File: src/rtl/minmax_window_ctl_if.sv
// -----------------------------------------------------------------------------
// minmax_window_ctl_if
//
// Result bus between the min/max window sequencer and the readout fabric.
// It carries a one-entry valid/ready register holding one window's result.
//
//   res_valid  master->slave  the result register is full
//   res_ready  slave->master  the consumer accepts the result this cycle
//   res_min    master->slave  captured window minimum, signed DW bits
//   res_max    master->slave  captured window maximum, signed DW bits
//   res_seq    master->slave  window sequence number, wraps 255->0
//   res_span   master->slave  res_max - res_min, unsigned DW+1 bits
//                             (present only when MINMAX_SPAN_EN is defined)
//
// Optional feature macro: MINMAX_SPAN_EN
// -----------------------------------------------------------------------------
interface minmax_window_ctl_if #(
    parameter int DW = 16
);
    logic                 res_valid;
    logic                 res_ready;
    logic signed [DW-1:0] res_min;
    logic signed [DW-1:0] res_max;
    logic [7:0]           res_seq;
`ifdef MINMAX_SPAN_EN
    logic [DW:0]          res_span;

    modport master (
        output res_valid, res_min, res_max, res_seq, res_span,
        input  res_ready
    );

    modport slave (
        input  res_valid, res_min, res_max, res_seq, res_span,
        output res_ready
    );
`else
    modport master (
        output res_valid, res_min, res_max, res_seq,
        input  res_ready
    );

    modport slave (
        input  res_valid, res_min, res_max, res_seq,
        output res_ready
    );
`endif
endinterface

File: src/rtl/minmax_window_ctl.sv
// -----------------------------------------------------------------------------
// minmax_window_ctl
//
// Window sequencer for a pipelined min/max tracker tree. It pulses the
// tracker's restart at the start of every measurement window and counts the
// window length. Once the last sample of the window has drained through the
// tree, it captures the tree's min/max into a one-entry valid/ready result
// register. It runs single-shot or back-to-back continuous.
//
// Parameters
//   DW  sample/result width (signed)
//   LW  window-length counter width
//   L   tracker tree depth, ceil(log2 lanes); 0 for a 1-lane tracker
//
// Ports
//   clk       system clock
//   reset     synchronous, active-high reset
//   start     one-cycle pulse that begins acquisition; ignored while busy
//   cont      continuous mode, sampled together with start
//   stop      one-cycle pulse; continuous mode ends after the current window
//   win_len   window length in cycles, sampled at every window start (0 -> 1)
//   mm_reset  registered restart pulse to the tracker, one per window
//   mm_min    tracker min output (signed)
//   mm_max    tracker max output (signed)
//   busy      sequencer running or capture tokens still in flight
//   overrun   sticky: a capture found the result register full and unread
//   res       result bus (minmax_window_ctl_if.master)
//
// Optional feature macro: MINMAX_SPAN_EN (adds res_span = res_max - res_min)
// -----------------------------------------------------------------------------
module minmax_window_ctl #(
    parameter int DW = 16,
    parameter int LW = 16,
    parameter int L  = 2
) (
    input  logic                 clk,
    input  logic                 reset,
    input  logic                 start,
    input  logic                 cont,
    input  logic                 stop,
    input  logic [LW-1:0]        win_len,
    output logic                 mm_reset,
    input  logic signed [DW-1:0] mm_min,
    input  logic signed [DW-1:0] mm_max,
    output logic                 busy,
    output logic                 overrun,
    minmax_window_ctl_if.master  res
);

    typedef enum logic {
        IDLE,
        RUN
    } state_t;

    state_t        state;
    logic          mode_c;     // continuous mode latched at start
    logic          stop_pend;  // stop seen during a continuous run
    logic [LW-1:0] cnt;        // cycles left in the current window
    logic [7:0]    seq;        // sequence number of the next captured window

    // Capture token pipeline. Stage 0 lines up with the tracker's
    // accumulator register and stages 1..L with the tree levels, so a token
    // leaves stage L in the cycle the tree root shows the complete window.
    logic [L:0]    tok;

    logic [LW-1:0] load_cnt;
    logic          last_cycle;
    logic          stop_seen;
    logic          capture;

    // A window length of 0 is run as a 1-cycle window.
    assign load_cnt   = (win_len == '0) ? '0 : win_len - LW'(1);
    assign last_cycle = (state == RUN) && (cnt == '0);
    // A stop arriving in the last window cycle itself also ends the run.
    assign stop_seen  = stop_pend || stop;
    assign capture    = tok[L];
    assign busy       = (state != IDLE) || (tok != '0);

    // Sequencer FSM with registered tracker restart.
    // NOTE: sequential state is written only with non-blocking assignments,
    // so every flop samples values from before the clock edge regardless of
    // statement order.
    always_ff @(posedge clk) begin
        // NOTE: reset is synchronous: it is just the highest-priority branch
        // of the clocked block, and it takes effect on the next edge.
        if (reset) begin
            state     <= IDLE;
            mode_c    <= 1'b0;
            stop_pend <= 1'b0;
            cnt       <= '0;
            mm_reset  <= 1'b0;
            tok       <= '0;
        end else begin
            tok      <= (tok << 1) | (L + 1)'(last_cycle);
            mm_reset <= 1'b0;

            case (state)
                IDLE: begin
                    // Starts during token drain are ignored, as they are in RUN.
                    if (start && (tok == '0)) begin
                        mode_c    <= cont;
                        stop_pend <= 1'b0;
                        mm_reset  <= 1'b1;
                        cnt       <= load_cnt;
                        state     <= RUN;
                    end
                end

                RUN: begin
                    if (stop && mode_c) begin
                        stop_pend <= 1'b1;
                    end

                    if (cnt != '0) begin
                        cnt <= cnt - LW'(1);
                    end else if (mode_c && !stop_seen) begin
                        // Next window begins in the very next cycle: no gap.
                        mm_reset <= 1'b1;
                        cnt      <= load_cnt;
                    end else begin
                        stop_pend <= 1'b0;
                        state     <= IDLE;
                    end
                end

                default: state <= IDLE;
            endcase
        end
    end

    // One-entry result register. A capture that finds the register full and
    // not being drained is dropped, but seq still advances so the consumer
    // can see the gap in res_seq.
    always_ff @(posedge clk) begin
        if (reset) begin
            res.res_valid <= 1'b0;
            res.res_min   <= '0;
            res.res_max   <= '0;
            res.res_seq   <= '0;
`ifdef MINMAX_SPAN_EN
            res.res_span  <= '0;
`endif
            seq           <= '0;
            overrun       <= 1'b0;
        end else if (capture) begin
            if (!res.res_valid || res.res_ready) begin
                res.res_valid <= 1'b1;
                res.res_min   <= mm_min;
                res.res_max   <= mm_max;
                res.res_seq   <= seq;
`ifdef MINMAX_SPAN_EN
                // Sign-extend both sides so the difference cannot wrap.
                res.res_span  <= {mm_max[DW-1], mm_max} - {mm_min[DW-1], mm_min};
`endif
            end else begin
                overrun <= 1'b1;
            end
            seq <= seq + 8'd1;
        end else if (res.res_valid && res.res_ready) begin
            res.res_valid <= 1'b0;
        end
    end

endmodule

File: src/flat_wrapper.sv
// flat-port wrapper written by rule: the top's interface ports become plain ports
module minmax_window_ctl_flat 
#(
    parameter int DW = 16,
    parameter int LW = 16,
    parameter int L  = 2
)
  (clk, reset, start, cont, stop, win_len, mm_reset, mm_min, mm_max, busy, overrun, res_res_valid, res_res_min, res_res_max, res_res_seq, res_res_ready);
  minmax_window_ctl_if #(.DW(DW)) res_i ();
  input  logic clk;
  input  logic reset;
  input  logic start;
  input  logic cont;
  input  logic stop;
  input  logic [LW-1:0] win_len;
  output logic mm_reset;
  input  logic signed [DW-1:0] mm_min;
  input  logic signed [DW-1:0] mm_max;
  output logic busy;
  output logic overrun;
  output wire logic [$bits(res_i.res_valid)-1:0] res_res_valid;
  output wire logic [$bits(res_i.res_min)-1:0] res_res_min;
  output wire logic [$bits(res_i.res_max)-1:0] res_res_max;
  output wire logic [$bits(res_i.res_seq)-1:0] res_res_seq;
  input wire logic [$bits(res_i.res_ready)-1:0] res_res_ready;
  assign res_res_valid = res_i.res_valid;
  assign res_res_min = res_i.res_min;
  assign res_res_max = res_i.res_max;
  assign res_res_seq = res_i.res_seq;
  assign res_i.res_ready = res_res_ready;
  minmax_window_ctl #(.DW(DW), .LW(LW), .L(L)) u_core (.clk(clk), .reset(reset), .start(start), .cont(cont), .stop(stop), .win_len(win_len), .mm_reset(mm_reset), .mm_min(mm_min), .mm_max(mm_max), .busy(busy), .overrun(overrun), .res(res_i));
endmodule
File: config.mk
export PLATFORM = sky130hd
export DESIGN_NAME = minmax_window_ctl_flat
export DESIGN_NICKNAME = d
export VERILOG_FILES = /design/src/rtl/minmax_window_ctl_if.sv /design/src/rtl/minmax_window_ctl.sv /design/src/flat_wrapper.sv
export SDC_FILE = /design/constraint.sdc
export NUM_CORES = 1
export LEC_CHECK = 0
export CAP_MARGIN = 10
export CORE_MARGIN = 2
export CORE_UTILIZATION = 52
export DETAILED_ROUTE_END_ITERATION = 10
export PLACE_DENSITY = 0.86
export SLEW_MARGIN = 30
export SYNTH_ARGS = -nofsm -noshare
export SYNTH_HDL_FRONTEND = slang
export SYNTH_SLANG_ARGS = --single-unit
File: constraint.sdc
create_clock -name clk -period 4.79 [get_ports clk]
set_input_delay 0.479 -clock clk [delete_from_list [all_inputs] [get_ports clk]]
set_output_delay 0.479 -clock clk [all_outputs]
set_load 0.01 [all_outputs]
==> flow_summary_export.csv <==
group,metric,value,unit
outcome,status,"finished, violations left",
outcome,violations,"DRC",
sta,relSlewSlack,50.1,%
worst_setup_path,slowest_stage,"or4_4",
yosys,netlist_instances,437,
placement,place_congestion,0.933,
final_layout,antenna_cells,0,
yosys,yosysWarningCount,0,
sta,period_share,55.4,%
power,pwr-share-clk,39.7,%
yosys,synth.cell_area,3470,um2
routing,vias,3496,
placement,placed_area,4440,um2
yosys,yosysSeqAreaShare,42.1,%
global_route,grt.total_usage,25.0,%
sta,drv_slew,0,
yosys,synth-edff-count,0,
die,core_area,6420,um2
power,p_sw_share,26.1,%
clock_tree,postCtsSetupRepairBufs,0,
yosys,synth_fp_nets,495,
clock_tree,cts_tree,"yes",
sta,clock_skew,0.00683,ns
routing,detail-route-antenna-nets,0,
yosys,syn_avg_cell_area,7.95,um2
placement,dp_worst_setup_slack,1.99,ns
final_layout,post-route-util,73.1,%
clock_tree,cts.clk_slew.worst_paths,0.08,ns
sta,rsz0062_at_grt,"no",
sta,worstMarginPinSlew,0.748,ns
global_route,grt_max_degree,73,
global_route,grt_pass1_wl,14.8,mm
clock_tree,cts_num_sinks,73,
sta,finalSetupViolCount,0,
placement,dp_hpwl,6.37,mm
routing,viasPerCell,5.83,
yosys,postSynth.asyncResetShare,0,%
worst_setup_path,worst_setup_path_start_kind,"register",
routing,wl_per_cell,15.1,um
global_route,grt_overflow,0,
power,combPwrFrac,17.4,%
sta,finalWorstSetupSlack,2.14,ns
worst_setup_path,reg2reg_slack,2.14,ns
worst_setup_path,cpPeakStageDelay,0.56,ns
power,intPower,1.12,mW
clock_tree,cts_resized,0,
yosys,yosys-top-cells-area,"dfxtp_1 (42%), nand2_1 (9.7%), a21oi_1 (7.8%)",
sta,fmax,377,MHz
worst_setup_path,critical_path_class,"reg2reg",
die,die_x,85.7,um
yosys,synth-seq-cells,73,
power,power_leakage,1.62,nW
sta,fin_setup_tns,0,ns
die,die_area,7350,um2
power,p_per_area,323,nW/um2
worst_setup_path,endpoint_kind,"register",
power,peakVddDrop,0.000156,V
routing,drtPass1Iterations,8,
yosys,synth_flop_cell,"dfxtp_1",
final_layout,stdcell_area,4690,um2
routing,drt-total-wl,9.06,mm
worst_setup_path,crit_path_max_fanout,13,
clock_tree,htreeDepth,3,
die,ios,98,
worst_setup_path,worstPathArrival,2.85,ns
placement,io_buffers,97,
die,num_rows,29,
routing,drc,9,
final_layout,fin_nets,576,
die,start_util,54.1,%
sta,hold_violations,0,
clock_tree,root_buffer,"clkbuf_8",
sta,finalCriticalPeriod,2.65,ns
yosys,synth_top_area_share,42.1,%
routing,drt-initial-drc-count,213,
die,die_h,85.7,um
yosys,synth_top_area_cell,"dfxtp_1",
power,power_switching,396,uW
final_layout,area_growth_syn_to_layout,35.1,%
power,pwr-share-seq,42.9,%
worst_setup_path,cp.required,4.99,ns
global_route,grt_antenna_before_repair,0,
clock_tree,clk-insertion-delay-late,0.35,ns
clock_tree,cts_buffers,9,
global_route,first_global_vias,3201,
min_path,hold_path_class,"reg2reg",
clock_tree,clk_path_buf_depth,2,
yosys,synth_cell_types,51,
run,drv_cap,0,
clock_tree,ctsHoldBuffers,0,
worst_setup_path,path_cells,"or4_4, nor2_1, a41oi_2, nand2b_1, o32ai_1",
final_layout,layout-drive-gt1-share,6.31,%
==> synthesized netlist by cell type (all sizes together) (2+ instances only) <==
| master | number |
|---|---|
| a31oi | 6 |
| or4 | 9 |
| nand2 | 91 |
| o32ai | 5 |
| or2 | 3 |
| o31ai | 3 |
| inv | 13 |
| nor2b | 5 |
| clkbuf | 24 |
| and3 | 2 |
| o22ai | 2 |
| buf | 7 |
| xor2 | 11 |
| o21ai | 12 |
| dfxtp | 73 |
| nor3 | 8 |
| a221oi | 5 |
| o21a | 3 |
| nand3 | 9 |
| nand3b | 2 |
| a311oi | 2 |
| a211oi | 6 |
| mux2i | 6 |
| xnor2 | 4 |
| nand2b | 2 |
| o211ai | 3 |
| ha | 4 |
| a21oi | 55 |
| nor4 | 11 |
| nand4 | 6 |
| or3 | 10 |
| nor2 | 23 |
| a22oi | 3 |
==> cell families after synthesis <==
kind of cell             count (synthesis)  share of synthesized area (%)
adder cells (fa/ha/maj)                  4                           1.44
XOR/XNOR                                15                           3.78
flip-flops                              73                           42.1
AO/OA/AOI/OAI                          109                           19.9
multiplexers                             7                           2.05
AND/OR/NAND/NOR                        185                           25.4
buffers and inverters                   44                           5.33
==> cell usage in the layout, fill, tap and decap left out, drive strengths merged, types with 6 or more instances in the layout <==
master,netlist,final
nor2,23,23
or3,10,10
xor2,11,11
o21ai,12,12
nand4,6,6
nor3,8,8
mux2i,6,6
clkdlybuf4s50,0,96
inv,13,13
or4,9,9
dfxtp,73,73
a211oi,6,6
nand2,91,91
nand3,9,9
a31oi,6,6
a21oi,55,55
nor4,11,11
clkbuf,24,12
==> sequential cells by signal (all words and copies together) (netlist names) <==
| name | flops |
|---|---|
| u_core.cnt | 16 |
| u_core.res.res_max | 16 |
| u_core.res.res_min | 16 |
| u_core.res.res_seq | 8 |
| u_core.seq | 8 |
| u_core.tok | 3 |
| u_core.mm_reset | 1 |
| u_core.mode_c | 1 |
| u_core.overrun | 1 |
| u_core.res.res_valid | 1 |
| u_core.state | 1 |
| u_core.stop_pend | 1 |
==> final cells by class <==
class                      instances  area, um2
multi-input combinational        320       1840
fill                             487       1730
inverter                          13       48.8
clock inverter                     4       98.8
sequential                        73       1460
timing repair buffer             101        996
clock buffer                      12        155
tap                               77       96.3
==> worst max-delay path, delay by kind of cell, from the launching register on <==
| family | cells | cell delay, ns |
|---|---|---|
| flops | 1 | 0.36 |
| compound gates | 2 | 0.61 |
| simple gates | 3 | 1.54 |
==> through the flow <==
stage	power (mW)	hold WS [ns]	cells
floorplan	0.831	0.437	437
global placement	0.915	0.441	584
detailed placement	0.920	0.446	584
CTS	1.52	0.457	600
global route	1.58	0.475	600
finish	1.52	0.455	600
==> metal layers <==
metal / track usage (%) / vias up / wire, um
met5: 0 / - / 0
met4: 9.09 / 0 / 205
met3: 7.41 / 22 / 677
met2: 43.2 / 139 / 4540
met1: 29.3 / 1617 / 3640
li1: - / 1718 / -
==> power by group through the flow <==
stage | Clock, mW | Sequential [mW] | Combinational (mW)
after detailed placement | 0 | 0.662 | 0.257
after floorplan | 0 | 0.656 | 0.175
after global routing | 0.637 | 0.653 | 0.288
after global placement | 0 | 0.661 | 0.254
after CTS | 0.612 | 0.649 | 0.260
final | 0.602 | 0.650 | 0.264
==> worst paths after layout <==
path,endpoint,cells after the start,from
max,u_core.cnt[2],5,u_core.cnt[6]
min,u_core.res.res_min[10],2,u_core.res.res_min[10]
max reg2reg,u_core.cnt[2],5,u_core.cnt[6]
min reg2reg,u_core.res.res_min[10],2,u_core.res.res_min[10]
(Power assumes the default switching activity.)
